**src/rtl/serial_byte_rx.sv**
```systemverilog
// Serial byte receiver: 8E1 frames (start, 8 data LSB first, even parity, stop),
// writing each good byte to a downstream register via dout/wr_en.
module serial_byte_rx #(
  parameter int unsigned CLKS_PER_BIT = 4
) (
  input  logic       clk,
  input  logic       reset,
  input  logic       rx,
  output logic [7:0] dout,
  output logic       wr_en,
  output logic       par_err,
  output logic       frm_err,
  output logic       busy
);

  localparam int unsigned CNT_W = (CLKS_PER_BIT > 1) ? $clog2(CLKS_PER_BIT) : 1;
  localparam logic [CNT_W-1:0] FULL_LAST = CNT_W'(CLKS_PER_BIT - 1);
  localparam logic [CNT_W-1:0] HALF_LAST = CNT_W'(CLKS_PER_BIT / 2 - 1);

  typedef enum logic [2:0] {
    IDLE      = 3'd0,
    START     = 3'd1,
    DATA      = 3'd2,
    PARITY    = 3'd3,
    STOP      = 3'd4,
    WAIT_IDLE = 3'd5
  } state_t;

  state_t           state, state_n;
  logic [CNT_W-1:0] cnt, cnt_n;
  logic [2:0]       idx, idx_n;
  logic [7:0]       shreg, shreg_n;
  logic             par_bad, par_bad_n;
  logic [7:0]       dout_n;
  logic             wr_en_n, par_err_n, frm_err_n, busy_n;
  logic             sync1, rxs;

  // Two-flop synchronizer; resets to the idle-high line level
  always_ff @(posedge clk or posedge reset) begin
    if (reset) begin
      sync1 <= 1'b1;
      rxs   <= 1'b1;
    end else begin
      sync1 <= rx;
      rxs   <= sync1;
    end
  end

  always_ff @(posedge clk or posedge reset) begin
    if (reset) begin
      state   <= IDLE;
      cnt     <= '0;
      idx     <= '0;
      shreg   <= '0;
      par_bad <= 1'b0;
      dout    <= 8'h00;
      wr_en   <= 1'b0;
      par_err <= 1'b0;
      frm_err <= 1'b0;
      busy    <= 1'b0;
    end else begin
      state   <= state_n;
      cnt     <= cnt_n;
      idx     <= idx_n;
      shreg   <= shreg_n;
      par_bad <= par_bad_n;
      dout    <= dout_n;
      wr_en   <= wr_en_n;
      par_err <= par_err_n;
      frm_err <= frm_err_n;
      busy    <= busy_n;
    end
  end

  // Counter restarts from zero whenever a bit period completes or a state is entered
  always_comb begin
    state_n   = state;
    cnt_n     = cnt + CNT_W'(1);
    idx_n     = idx;
    shreg_n   = shreg;
    par_bad_n = par_bad;
    dout_n    = dout;
    wr_en_n   = 1'b0;
    par_err_n = 1'b0;
    frm_err_n = 1'b0;

    case (state)
      IDLE: begin
        cnt_n = '0;
        idx_n = '0;
        if (!rxs) state_n = START;
      end
      START: begin
        if (cnt == HALF_LAST) begin
          cnt_n   = '0;
          state_n = rxs ? IDLE : DATA;
        end
      end
      DATA: begin
        if (cnt == FULL_LAST) begin
          cnt_n          = '0;
          shreg_n[idx]   = rxs;
          idx_n          = idx + 3'd1;
          if (idx == 3'd7) state_n = PARITY;
        end
      end
      PARITY: begin
        if (cnt == FULL_LAST) begin
          cnt_n     = '0;
          par_bad_n = (^shreg) ^ rxs;
          state_n   = STOP;
        end
      end
      STOP: begin
        if (cnt == FULL_LAST) begin
          cnt_n = '0;
          if (!rxs) begin
            frm_err_n = 1'b1;
            state_n   = WAIT_IDLE;
          end else if (par_bad) begin
            par_err_n = 1'b1;
            state_n   = IDLE;
          end else begin
            dout_n  = shreg;
            wr_en_n = 1'b1;
            state_n = IDLE;
          end
        end
      end
      WAIT_IDLE: begin
        cnt_n = '0;
        if (rxs) state_n = IDLE;
      end
      default: begin
        cnt_n   = '0;
        state_n = IDLE;
      end
    endcase

    busy_n = (state_n != IDLE);
  end

endmodule

```
**config.mk**
```make
export PLATFORM = sky130hd
export DESIGN_NAME = serial_byte_rx
export DESIGN_NICKNAME = d
export VERILOG_FILES = /design/src/rtl/serial_byte_rx.sv
export SDC_FILE = /design/constraint.sdc
export NUM_CORES = 1
export LEC_CHECK = 0
export CELL_PAD_IN_SITES_DETAIL_PLACEMENT = 1
export CELL_PAD_IN_SITES_GLOBAL_PLACEMENT = 1
export CORE_MARGIN = 2
export CORE_UTILIZATION = 48
export CTS_CLUSTER_SIZE = 24
export DETAILED_ROUTE_END_ITERATION = 8
export GPL_ROUTABILITY_DRIVEN = 0
export PLACE_DENSITY_LB_ADDON = 0.1
export SKIP_LAST_GASP = 1
export SLEW_MARGIN = 30
export SYNTH_ARGS = -nofsm -noshare
export SYNTH_HDL_FRONTEND = slang
export SYNTH_SLANG_ARGS = --single-unit
```
**constraint.sdc**
```tcl
create_clock -name clk -period 4.77 [get_ports clk]
set_input_delay 0.954 -clock clk [delete_from_list [all_inputs] [get_ports clk]]
set_output_delay 0.954 -clock clk [all_outputs]
set_load 0.1 [all_outputs]
```
==> results.cfg <==
[run_status]
status = completed

[die]
die_area_um2 = 3640
initial_utilization = 0.503
rows = 20
die_x_um = 60.3
dieHeight_um = 60.3
core_um2 = 3030
io_pins = 15

[timing]
worst_slew_pin_slew_ps = 975
hold_viol_final = 0
slew_headroom = 0.348
min_period_ps = 2770
clock_skew_ps = 5.28
fmax_mhz = 361
setup_viol = 0
finalSetupTns_ps = 0
fin_hold_ws_ps = 363
rsz0062_at_grt = no
layout_setup_ws_ps = 2000
period_share = 0.581
slew_viol_final = 0

[layout]
finalNetCount = 153
multiInputGateArea_um2 = 677
ff_latch_area_um2 = 778
final_cell_mix = dfrtp_1 (29), mux2_1 (16), clkdlybuf4s50_1 (14), nand2_1 (6)
drive_gt1_frac = 0.130
layout_commonest_cell = dfrtp_1
n_antenna_cell = 0
fill_cells = 329
syn_to_final_growth_pct = 16.6

[setup_path]
path_max_fanout = 2
crit_family = buffers and inverters
arrival_ps = 1820
cp-end-kind = output pin
cp-start-kind = flop
slowest_delay_ps = 1130
crit_required_ps = 3820
critPathKind = flop to output pin
crit_buf_inv = 1
path_cells = clkdlybuf4s50_1
cp_slowest_cell = clkdlybuf4s50_1

[clock_network]
cts_setup_buffers = 0
cts.sinks = 31
clock_latency_ps = 330
cts.repair.resized = 0
cts_tree = done
clk_pin_slew_ps = 90
cts_root_buf = clkbuf_4
clock_path_buffers = 2
tritoncts.num_buffers = 5
hold_buffers = 0
cts_max_level = 2

[routing]
ant_nets = 0
vias = 998
wl_met3_um = 128
viasPerCell = 5.25
highest_layer = met4
drc_errors = 0
wl_per_cell_um = 14.8
wl_met2_um = 1350
drt_iter0_drc = 16
finalWirelength_um = 2820
dr.pass1.iters = 4
met1Wirelength_um = 1290

[synth]
synthDistinctLibCells = 40
syn_inst = 130
synth_top_area_share = 0.477
yosysTopAreaCell = dfrtp_1
ys.warnings.count = 0
async_reset_ff_frac = 1.00
ys_ff_latch = 31
synth.cell_area_um2 = 1520
ys.flop_type = dfrtp_1
seq_area_frac_synth = 0.511
syn-num-nets = 138
synth-edff-count = 0
synth.area.top_cells = dfrtp_1 (48%), mux2_1 (12%), ha_1 (4.1%)
avgSynthCellArea_um2 = 11.7

[placement]
io_buffers = 14
hpwlAfterDp_um = 2040
preCtsSetupSlack_ps = 2350

[global_route]
grt_usage = 0.184
grt_max_degree = 32
overflow = 0
grt_pass1_wl_um = 4600
grt_pass1_vias = 979
antenna_found_initial = 0

[power_and_ir_drop]
power.leakage_nw = 0.870
peakVddDrop_v = 0.000326
p_per_area_nw_per_um2 = 446

[hold_path]
min_path_type = flop to flop

[run]
maxCapViolations = 0
==> routing by layer <==
layer  vias to the layer above  GRT usage
met2                        19      0.283
met4                         0     0.0857
li1                        480          -
met5                         -          0
met1                       493      0.221
met3                         6     0.0844
==> per-stage QoR <==
| step | total power, mW | cells | instance area, um^2 | util |
|---|---|---|---|---|
| 6_report | 0.792 | 190 | 1780 | 0.586 |
| 5_1_grt | 0.849 | 190 | 1780 | 0.586 |
| 4_1_cts | 0.803 | 190 | 1780 | 0.586 |
| 3_5_place_dp | 0.588 | 182 | 1690 | 0.558 |
| 3_3_place_gp | 0.575 | 182 | 1690 | 0.558 |
| 2_1_floorplan | 0.540 | 130 | 1520 | - |
==> path summary, 6_finish.rpt <==
check / startpoint / end / slack [ps] / cells past startpoint
max in group asynchronous: reset / rxs$_DFF_PP1_ / 3450 / 3
worst max register to register: cnt[0]$_DFF_PP0_ / shreg[3]$_DFFE_PP0P_ / 2880 / 4
worst min register to register: sync1$_DFF_PP1_ / rxs$_DFF_PP1_ / 360 / 0
worst min-delay path: sync1$_DFF_PP1_ / rxs$_DFF_PP1_ / 360 / 0
min in group asynchronous: reset / busy$_DFF_PP0_ / 1000 / 3
worst max-delay path: dout[1]$_DFFE_PP0P_ / dout[1] / 2000 / 1
==> cell type report <==
cell class | instances | area share
Clock buffer | 6 | 0.0289
Clock inverter | 2 | 0.0197
Inverter | 8 | 0.0176
Multi-Input combinational cell | 84 | 0.381
Sequential cell | 31 | 0.438
Tap cell | 44 | 0.0310
Timing Repair Buffer | 15 | 0.0832
==> synthesized netlist by cell type (2+ instances only) <==
cell / count
clkbuf_1: 4
nand3_1: 3
nor2b_1: 2
ha_1: 5
nand2_1: 6
a22o_1: 3
xnor2_1: 5
a21oi_1: 5
nor3_1: 5
nor2_1: 5
o21ai_0: 2
dfstp_2: 2
o22ai_1: 3
nand2b_1: 4
dfrtp_1: 29
and3_1: 2
inv_1: 5
mux2_1: 16
inv_2: 2
buf_2: 2
==> flip-flops by register name (all words and copies together), names as in the netlist <==
signal	cells
par_err	1
shreg	8
cnt	2
state	3
par_bad	1
wr_en	1
busy	1
sync1	1
idx	3
frm_err	1
rxs	1
dout	8
==> power by group <==
part | total [mW] | internal (mW) | switching [mW]
combinational | 0.228 | 0.0945 | 0.133
sequential | 0.353 | 0.299 | 0.0542
clock | 0.211 | 0.124 | 0.0876
total | 0.792 | 0.517 | 0.275
==> cell families after synthesis <==
logic type                 count (synthesis)  synth area share
AOI/OAI and AO/OA                         18            0.0764
xor gates and xnor gates                   7            0.0493
adders and majority gates                  5            0.0411
buffers and inverters                     15            0.0444
DFF                                       31             0.511
muxes                                     18             0.136
and+or+nand+nor                           36             0.142
Power figures use the tool's default switching activity.
